### config.mk
export PLATFORM = sky130hd
export DESIGN_NAME = mem_arbiter_flat
export DESIGN_NICKNAME = d
export VERILOG_FILES = /design/src/rtl/mem_arbiter_pkg.sv /design/src/rtl/mem_arbiter_if.sv /design/src/rtl/mem_arbiter.sv /design/src/flat_wrapper.sv
export SDC_FILE = /design/constraint.sdc
export NUM_CORES = 1
export LEC_CHECK = 0
export CAP_MARGIN = 15
export CELL_PAD_IN_SITES_DETAIL_PLACEMENT = 0
export CELL_PAD_IN_SITES_GLOBAL_PLACEMENT = 2
export CORE_MARGIN = 8
export CORE_UTILIZATION = 20
export CTS_CLUSTER_DIAMETER = 200
export CTS_CLUSTER_SIZE = 28
export DETAILED_ROUTE_END_ITERATION = 7
export PLACE_DENSITY = 0.75
export RECOVER_POWER = 100
export SLEW_MARGIN = 5
export SYNTH_ARGS = -nofsm -noshare
export SYNTH_HDL_FRONTEND = slang
export SYNTH_SLANG_ARGS = --single-unit
### constraint.sdc
create_clock -name clk -period 1.6 [get_ports clk]
set_input_delay 0.4 -clock clk [delete_from_list [all_inputs] [get_ports clk]]
set_output_delay 0.4 -clock clk [all_outputs]
set_load 0.1 [all_outputs]
### src/rtl/mem_arbiter_pkg.sv
// Shared types for the instruction/data memory arbiter.
// Grant selection helper covers both fixed-priority and round-robin builds.
package mem_arbiter_pkg;

    typedef enum logic [1:0] {IDLE, ISSUE, WAIT, RESP} arb_state_e;
    typedef enum logic {ARB_IM, ARB_DM} arb_id_e;

    localparam int MIN_RD_LAT = 1;

    // On conflict DM wins unless round-robin is enabled and DM was granted last.
    function automatic arb_id_e arb_pick(input logic im_req, input logic dm_req,
                                         input logic rr_en, input arb_id_e last);
        if (im_req && dm_req)
            return (rr_en && last == ARB_DM) ? ARB_IM : ARB_DM;
        return dm_req ? ARB_DM : ARB_IM;
    endfunction

endpackage

### src/rtl/mem_arbiter_if.sv
// Core-side and memory-side buses of the arbiter; slave = arbiter, master = environment.
interface mem_arbiter_if #(parameter int XLEN = 32);

    logic            i_im_req;
    logic [XLEN-1:0] i_im_addr;
    logic            o_im_ack;
    logic [XLEN-1:0] o_im_rdata;

    logic            i_dm_req;
    logic            i_dm_we;
    logic [XLEN-1:0] i_dm_addr;
    logic [XLEN-1:0] i_dm_wdata;
    logic            o_dm_ack;
    logic [XLEN-1:0] o_dm_rdata;

    logic            o_mem_req;
    logic            o_mem_we;
    logic [XLEN-1:0] o_mem_addr;
    logic [XLEN-1:0] o_mem_wdata;
    logic [XLEN-1:0] i_mem_rdata;
    logic            o_busy;

    modport slave (
        input  i_im_req, i_im_addr, i_dm_req, i_dm_we, i_dm_addr, i_dm_wdata, i_mem_rdata,
        output o_im_ack, o_im_rdata, o_dm_ack, o_dm_rdata,
        output o_mem_req, o_mem_we, o_mem_addr, o_mem_wdata, o_busy
    );

    modport master (
        output i_im_req, i_im_addr, i_dm_req, i_dm_we, i_dm_addr, i_dm_wdata, i_mem_rdata,
        input  o_im_ack, o_im_rdata, o_dm_ack, o_dm_rdata,
        input  o_mem_req, o_mem_we, o_mem_addr, o_mem_wdata, o_busy
    );

endinterface

### src/rtl/mem_arbiter.sv
// Single-port memory arbiter between instruction fetch and data load/store, one transaction at a time.
// Define MEM_ARBITER_RR_EN for round-robin on conflict; default is fixed DM priority.
module mem_arbiter
    import mem_arbiter_pkg::*;
#(
    parameter int XLEN   = 32,
    parameter int RD_LAT = 2
) (
    input  logic          clk,
    input  logic          rst,
    mem_arbiter_if.slave  bus
);

    localparam int CNT_W = $clog2(RD_LAT + 1);

    if (RD_LAT < MIN_RD_LAT) begin : g_bad_rd_lat
        $error("mem_arbiter: RD_LAT must be >= %0d", MIN_RD_LAT);
    end

    arb_state_e      state, state_nxt;
    arb_id_e         gnt_id, gnt_nxt;
    logic            gnt_we;
    logic [XLEN-1:0] gnt_addr, gnt_wdata;
    logic [CNT_W-1:0] cnt;
    logic [XLEN-1:0] im_rdata, dm_rdata;
    logic            any_req;

    assign any_req = bus.i_im_req | bus.i_dm_req;

`ifdef MEM_ARBITER_RR_EN
    arb_id_e last_gnt;

    always_ff @(posedge clk) begin
        if (rst)
            last_gnt <= ARB_IM;
        else if (state == IDLE && any_req)
            last_gnt <= gnt_nxt;
    end

    assign gnt_nxt = arb_pick(bus.i_im_req, bus.i_dm_req, 1'b1, last_gnt);
`else
    assign gnt_nxt = arb_pick(bus.i_im_req, bus.i_dm_req, 1'b0, ARB_IM);
`endif

    always_ff @(posedge clk) begin
        if (rst)
            state <= IDLE;
        else
            state <= state_nxt;
    end

    always_comb begin
        state_nxt = state;
        case (state)
            IDLE:    if (any_req) state_nxt = ISSUE;
            ISSUE:   state_nxt = gnt_we ? RESP : WAIT;
            WAIT:    if (cnt == CNT_W'(1)) state_nxt = RESP;
            RESP:    state_nxt = IDLE;
            default: state_nxt = IDLE;
        endcase
    end

    // Request payload is latched at grant; later changes on the bus are ignored.
    always_ff @(posedge clk) begin
        if (rst) begin
            gnt_id    <= ARB_IM;
            gnt_we    <= 1'b0;
            gnt_addr  <= '0;
            gnt_wdata <= '0;
            cnt       <= '0;
            im_rdata  <= '0;
            dm_rdata  <= '0;
        end else begin
            case (state)
                IDLE: if (any_req) begin
                    gnt_id    <= gnt_nxt;
                    gnt_we    <= (gnt_nxt == ARB_DM) ? bus.i_dm_we : 1'b0;
                    gnt_addr  <= (gnt_nxt == ARB_DM) ? bus.i_dm_addr : bus.i_im_addr;
                    gnt_wdata <= (gnt_nxt == ARB_DM) ? bus.i_dm_wdata : '0;
                end
                ISSUE: if (!gnt_we) cnt <= CNT_W'(RD_LAT);
                WAIT: begin
                    cnt <= cnt - CNT_W'(1);
                    if (cnt == CNT_W'(1)) begin
                        if (gnt_id == ARB_IM) im_rdata <= bus.i_mem_rdata;
                        else                  dm_rdata <= bus.i_mem_rdata;
                    end
                end
                default: ;
            endcase
        end
    end

    always_comb begin
        bus.o_mem_req   = 1'b0;
        bus.o_mem_we    = 1'b0;
        bus.o_mem_addr  = '0;
        bus.o_mem_wdata = '0;
        bus.o_im_ack    = 1'b0;
        bus.o_dm_ack    = 1'b0;
        bus.o_busy      = (state != IDLE);
        case (state)
            ISSUE: begin
                bus.o_mem_req   = 1'b1;
                bus.o_mem_we    = gnt_we;
                bus.o_mem_addr  = gnt_addr;
                bus.o_mem_wdata = gnt_wdata;
            end
            RESP: begin
                bus.o_im_ack = (gnt_id == ARB_IM);
                bus.o_dm_ack = (gnt_id == ARB_DM);
            end
            default: ;
        endcase
    end

    assign bus.o_im_rdata = im_rdata;
    assign bus.o_dm_rdata = dm_rdata;

endmodule

### src/flat_wrapper.sv
// flat-port wrapper written by rule: the top's interface ports become plain ports
module mem_arbiter_flat import mem_arbiter_pkg::*;
#(
    parameter int XLEN   = 32,
    parameter int RD_LAT = 2
)
  (clk, rst, bus_i_im_req, bus_i_im_addr, bus_i_dm_req, bus_i_dm_we, bus_i_dm_addr, bus_i_dm_wdata, bus_i_mem_rdata, bus_o_im_ack, bus_o_im_rdata, bus_o_dm_ack, bus_o_dm_rdata, bus_o_mem_req, bus_o_mem_we, bus_o_mem_addr, bus_o_mem_wdata, bus_o_busy);
  mem_arbiter_if #(.XLEN(XLEN)) bus_i ();
  input  logic clk;
  input  logic rst;
  input wire logic [$bits(bus_i.i_im_req)-1:0] bus_i_im_req;
  input wire logic [$bits(bus_i.i_im_addr)-1:0] bus_i_im_addr;
  input wire logic [$bits(bus_i.i_dm_req)-1:0] bus_i_dm_req;
  input wire logic [$bits(bus_i.i_dm_we)-1:0] bus_i_dm_we;
  input wire logic [$bits(bus_i.i_dm_addr)-1:0] bus_i_dm_addr;
  input wire logic [$bits(bus_i.i_dm_wdata)-1:0] bus_i_dm_wdata;
  input wire logic [$bits(bus_i.i_mem_rdata)-1:0] bus_i_mem_rdata;
  output wire logic [$bits(bus_i.o_im_ack)-1:0] bus_o_im_ack;
  output wire logic [$bits(bus_i.o_im_rdata)-1:0] bus_o_im_rdata;
  output wire logic [$bits(bus_i.o_dm_ack)-1:0] bus_o_dm_ack;
  output wire logic [$bits(bus_i.o_dm_rdata)-1:0] bus_o_dm_rdata;
  output wire logic [$bits(bus_i.o_mem_req)-1:0] bus_o_mem_req;
  output wire logic [$bits(bus_i.o_mem_we)-1:0] bus_o_mem_we;
  output wire logic [$bits(bus_i.o_mem_addr)-1:0] bus_o_mem_addr;
  output wire logic [$bits(bus_i.o_mem_wdata)-1:0] bus_o_mem_wdata;
  output wire logic [$bits(bus_i.o_busy)-1:0] bus_o_busy;
  assign bus_i.i_im_req = bus_i_im_req;
  assign bus_i.i_im_addr = bus_i_im_addr;
  assign bus_i.i_dm_req = bus_i_dm_req;
  assign bus_i.i_dm_we = bus_i_dm_we;
  assign bus_i.i_dm_addr = bus_i_dm_addr;
  assign bus_i.i_dm_wdata = bus_i_dm_wdata;
  assign bus_i.i_mem_rdata = bus_i_mem_rdata;
  assign bus_o_im_ack = bus_i.o_im_ack;
  assign bus_o_im_rdata = bus_i.o_im_rdata;
  assign bus_o_dm_ack = bus_i.o_dm_ack;
  assign bus_o_dm_rdata = bus_i.o_dm_rdata;
  assign bus_o_mem_req = bus_i.o_mem_req;
  assign bus_o_mem_we = bus_i.o_mem_we;
  assign bus_o_mem_addr = bus_i.o_mem_addr;
  assign bus_o_mem_wdata = bus_i.o_mem_wdata;
  assign bus_o_busy = bus_i.o_busy;
  mem_arbiter #(.XLEN(XLEN), .RD_LAT(RD_LAT)) u_core (.clk(clk), .rst(rst), .bus(bus_i));
endmodule
; After elaboration in Yosys (flattened, before gate mapping)
; Cells that the tools add are included.
[totals]
word_cells = 46
regBits = 134
out_inout_bits = 133
input_bits = 133
[op_classes]
n_reduce_logical = 9
mux = 19
n_bitwise = 2
eq_ne = 7
add_sub_neg = 1
[ops]
columns = op, n
row1 = $mux W32, 4
row2 = $mux W1, 10
row3 = $pmux W2 S4, 1
row4 = $mux W2, 3
row5 = $reduce_and A2 Y1, 3
row6 = $reduce_and A3 Y1, 2
row7 = $eq A2 B1 Y1 const B, 2
row8 = $eq A2 B2 Y1 const B, 2
row9 = $ne A2 B1 Y1 const B, 2
row10 = $pmux W2 S2, 1
row11 = $reduce_bool A2 Y1, 2
row12 = $logic_not A2 Y1, 1
row13 = $ne A2 B2 Y1 const B, 1
row14 = $sub A2 B1 Y2 const B, 1
row15 = $logic_and A1 B1 Y1, 1
row16 = $not A1 Y1, 1
row17 = $or A1 B1 Y1, 1

; Depth between registers and ports, before layout
[depth]
depth_word = 4
mapped_depth = 7

; Worst setup path before layout
; Ideal clock, no wire load.
[synth_path]
path_kind = reg2out
start = register u_core.state[1]
end = output bus_o_mem_addr[10]
stages_incl_launch_ff = 6
t_required_ps = 1200
arrival_time_ps = 2568
setup_slack_ps = -1368
path_cell_list = dfxtp_1 > inv_1 > ha_1 > clkbuf_1 > clkbuf_1 > and2_1
[synth_between]
elab_chain_cells = 2
[synth_lines]
columns = item, line_no
row1 = from (decl), mem_arbiter.sv:20  ; arb_state_e state, state_nxt;
row2 = from (signal assigned), mem_arbiter.sv:49  ; state <= state_nxt;
row3 = $eq A2 B1 Y1, mem_arbiter.sv:102  ; case (state)
row4 = $mux W32, mem_arbiter.sv:102
row5 = to (decl), flat_wrapper.sv:24  ; output wire logic [$bits(bus_i.o_mem_addr)-1:0] bus_o_mem_addr;
; Every way passes these cells.

; Final worst setup path
[layout_path]
start = register u_core.state[1]
end = output bus_o_mem_addr[15]
; Same word-level chain as after synthesis.

==> report_table.html <==
<table>
<tr><th>Metric</th><th>Value</th></tr>
<tr><th colspan="2">Outcome</th></tr>
<tr><td>Result of the run</td><td>complete, but fails checks</td></tr>
<tr><td>Failing checks</td><td>setup timing</td></tr>
<tr><th colspan="2">Routing</th></tr>
<tr><td>First-pass DRT Iterations</td><td>4</td></tr>
<tr><td>Count of routing violations after the opening detailed-route iteration</td><td>between 200 and 250</td></tr>
<tr><td>Post-route antenna net violation count</td><td>0</td></tr>
<tr><td>Aggregate routed wire length</td><td>between 20,000 and 25,000 µm</td></tr>
<tr><td>Detail-routed net length per standard cell</td><td>~17 µm</td></tr>
<tr><td>Vias after detailed routing</td><td>roughly 5,600</td></tr>
<tr><td>DRC errors left</td><td>0</td></tr>
<tr><td>Drt via density</td><td>approximately 4.2</td></tr>
<tr><th colspan="2">Clocking</th></tr>
<tr><td>Total of hold buffers inserted after clock tree synthesis</td><td>0</td></tr>
<tr><td>Clock tree from TritonCTS</td><td>built</td></tr>
<tr><td>Number of CTS-inserted buffers</td><td>17</td></tr>
<tr><td>Sink count of the clock tree</td><td>134</td></tr>
<tr><td>Clock Path Buffers</td><td>2</td></tr>
<tr><td>Clock tree root buffer cell</td><td>clkbuf_16</td></tr>
<tr><td>Clock-pin transition on the worst setup and hold timing paths</td><td>0.06 ns</td></tr>
<tr><td>Max H-tree Level</td><td>4</td></tr>
<tr><td>Clock insertion delay at the later pin of the skew report</td><td>around 0.42 ns</td></tr>
<tr><th colspan="2">Layout</th></tr>
<tr><td>Final design utilization</td><td>0.393</td></tr>
<tr><td>Most frequent cells in the layout</td><td>nand2_1, dfxtp_1, clkdlybuf4s50_1</td></tr>
<tr><td>Post-route insts no fill</td><td>roughly 1,300</td></tr>
<tr><td>Post-Layout Inst Area</td><td>0.0109 mm²</td></tr>
<tr><td>Layout-stage area growth over the synthesis result</td><td>94.7%</td></tr>
<tr><td>Final nets</td><td>approximately 1,100</td></tr>
<tr><td>Most common library cell in the layout ignoring fill and taps</td><td>nand2_1</td></tr>
<tr><td>Number of antenna cells inserted</td><td>0</td></tr>
<tr><td>Fraction of final layout cells with drive strength greater than 1</td><td>0.333</td></tr>
<tr><th colspan="2">Job</th></tr>
<tr><td>Max-cap violations</td><td>0</td></tr>
<tr><th colspan="2">Timing</th></tr>
<tr><td>Smallest hold slack</td><td>0.312 ns</td></tr>
<tr><td>Setup violations, final</td><td>approximately 140</td></tr>
<tr><td>Final worst setup slack</td><td>-0.364 ns</td></tr>
<tr><td>Fin crit share</td><td>1.23</td></tr>
<tr><td>RSZ-0062 raised after global routing</td><td>true</td></tr>
<tr><td>Final hold violation count</td><td>0</td></tr>
<tr><td>Normalized max-slew margin</td><td>0.778</td></tr>
<tr><td>Pins over their slew limit</td><td>0</td></tr>
<tr><td>Worst Clk Skew</td><td>around 0.0095 ns</td></tr>
<tr><td>Worst-margin pin slew</td><td>~0.33 ns</td></tr>
<tr><td>Minimum period implied by the final worst setup slack</td><td>~2.0 ns</td></tr>
<tr><td>Fmax achieved</td><td>509 MHz</td></tr>
<tr><th colspan="2">Power and ir drop</th></tr>
<tr><td>Leakage power</td><td>4.11 nW</td></tr>
<tr><td>Power density normalized to cell area</td><td>roughly 1400 mW/mm²</td></tr>
<tr><td>Total power</td><td>15.5 mW</td></tr>
<tr><td>Max rail drop VDD</td><td>about 0.57 mV</td></tr>
<tr><th colspan="2">Floorplanning</th></tr>
<tr><td>Initial Utilization</td><td>0.202</td></tr>
<tr><td>Area of the die</td><td>about 0.033 mm²</td></tr>
<tr><td>Horiz. Die Dim</td><td>about 180 µm</td></tr>
<tr><td>Num ports</td><td>266</td></tr>
<tr><td>Die outline height</td><td>~180 µm</td></tr>
<tr><td>Area of the core</td><td>between 0.02 and 0.03 mm²</td></tr>
<tr><td>Std-Cell Rows</td><td>between 60 and 70</td></tr>
<tr><th colspan="2">Setup path</th></tr>
<tr><td>Count of cells along the worst register-to-register path</td><td>8</td></tr>
<tr><td>Required arrival time at the worst endpoint</td><td>approximately 1.2 ns</td></tr>
<tr><td>Arrival time reported for the critical path endpoint</td><td>~1.6 ns</td></tr>
<tr><td>Max Fanout on Critical Path</td><td>27</td></tr>
<tr><td>Critical path startpoint category</td><td>flop</td></tr>
<tr><td>Critical Setup Path Class</td><td>reg2out</td></tr>
<tr><td>Critical Path Sink Type</td><td>output port</td></tr>
<tr><th colspan="2">Global routing</th></tr>
<tr><td>Number of antenna violations at the first check in global routing</td><td>0</td></tr>
<tr><td>Via count of the first global-routing pass</td><td>between 5,000 and 6,000</td></tr>
<tr><td>Global-route usage over all layers</td><td>0.127</td></tr>
<tr><td>Maximum number of pins on one net before global-route repair</td><td>63</td></tr>
<tr><td>First-pass GRT wire length</td><td>~33,000 µm</td></tr>
<tr><td>Total congestion overflow</td><td>0</td></tr>
<tr><th colspan="2">Synth</th></tr>
<tr><td>Top area cells in the synthesized netlist</td><td>dfxtp_1, nand2_1, a21oi_1</td></tr>
<tr><td>Synth Area per Inst</td><td>8.17 µm²</td></tr>
<tr><td>Post-synthesis sequential element count</td><td>approximately 130</td></tr>
<tr><td>Netlist area before placement</td><td>around 0.0056 mm²</td></tr>
<tr><td>Area leader, netlist</td><td>dfxtp_1</td></tr>
<tr><td>Number of distinct library cells after synthesis</td><td>30</td></tr>
<tr><td>Sequential element share of the synthesized area</td><td>0.481</td></tr>
<tr><td>Count of warnings emitted by yosys</td><td>0</td></tr>
<tr><td>Total nets after synthesis</td><td>just over 800</td></tr>
<tr><td>Number of cells produced by synthesis</td><td>683</td></tr>
<tr><td>Synth top area share</td><td>0.481</td></tr>
<tr><th colspan="2">Placed design</th></tr>
<tr><td>Count of placed standard cells including taps</td><td>between 1,000 and 1,500</td></tr>
<tr><td>Post-DP HPWL</td><td>between 15,000 and 20,000 µm</td></tr>
<tr><td>Count of buffers inserted at the top-level ports</td><td>~270</td></tr>
<tr><td>Final weighted congestion of routability-driven global placement</td><td>about 0.7</td></tr>
<tr><td>Area post-placement</td><td>around 0.010 mm²</td></tr>
<tr><th colspan="2">Min path</th></tr>
<tr><td>Hold depth</td><td>2</td></tr>
<tr><td>Type of the worst min-delay path</td><td>in2reg</td></tr>
</table>
-- timing repair --
item	in CTS	in global routing
gates resized for setup	16	70
setup buffers	3	8
endpoints found under the setup margin	69	85
cloned	0	10
pin swaps	0	43
-- report_power, final --
part	internal, mW	switching (mW)
registers	3.87	0.299
clock network	2.35	1.63
logic	3.10	4.21
-- flip-flops by register name, summed over array words and instances (netlist names) --
name                   flops
u_core.gnt_we              1
u_core.bus.o_im_rdata     32
u_core.bus.o_dm_rdata     32
u_core.cnt                 2
u_core.gnt_wdata          32
u_core.state               2
u_core.gnt_id              1
u_core.gnt_addr           32
-- worst max-delay path, cell delays in order, from the launching register on --
cell	delay (ns)
dfxtp_2	0.33
inv_4	0.06
ha_4	0.20
buf_12	0.18
and2_2	0.19
buf_12	0.17
-- area by class of cell --
cell class | instances | area (µm²)
tap | 378 | 473
multi-input combinational | 488 | 2970
clock inverter | 13 | 148
timing repair buffer | 311 | 4120
sequential | 134 | 2690
inverter | 4 | 23.8
clock buffer | 18 | 439
fill | 2792 | 16800
-- worst paths after layout --
| check | from | to | slack (ns) |
|---|---|---|---|
| hold / removal | rst | u_core.bus.o_dm_rdata[16] | 0.31 |
| setup reg to reg | u_core.state[0] | u_core.state[0] | -0.14 |
| hold reg to reg | u_core.gnt_wdata[8] | u_core.gnt_wdata[8] | 0.44 |
| setup / recovery | u_core.state[1] | bus_o_mem_addr[15] | -0.36 |
-- kinds of logic (layout without fill, tap and decap cells) --
kind of cell,after synthesis,count (layout),share of synthesized area
DFF,134,134,0.481
buffers and inverters,62,346,0.0502
and+or+nand+nor,309,309,0.253
AOI/OAI and AO/OA,139,140,0.143
muxes,32,32,0.0574
adders and majority gates,7,7,0.0157
-- metrics by stage --
step           setup WS (ns)  TNS (ns)
4_1_cts               -0.392    -24.24
3_3_place_gp         -0.0569     -1.22
2_1_floorplan         -0.469    -27.43
5_1_grt               -0.455    -37.59
6_report              -0.364    -26.93
3_5_place_dp          -0.127     -2.91
-- synth_stat cells --
cell type,n
a211oi_1,32
nand2b_1,4
a21oi_2,1
mux2i_1,32
or2_2,1
and3_1,1
o21a_1,1
and3b_1,1
nand3_1,36
ha_1,7
a311oi_1,2
nand2_1,163
or3b_4,1
nor2_1,32
buf_2,20
a21oi_1,100
dfxtp_1,134
clkbuf_1,29
buf_6,1
a21o_1,1
a31oi_1,1
inv_1,4
buf_1,4
nor2b_1,1
buf_4,4
nand3b_1,1
o21ai_2,1
nor3_1,1
and2_1,66
or3b_2,1
-- layer usage --
layer | up-vias | wire length [µm] | GRT usage
met5 | - | 0 | 0
met4 | 0 | 172 | 0.0293
met3 | 11 | 2090 | 0.0639
met2 | 144 | 10500 | 0.205
met1 | 2619 | 9710 | 0.148
li1 | 2830 | - | -
Power figures use the tool's default switching activity.
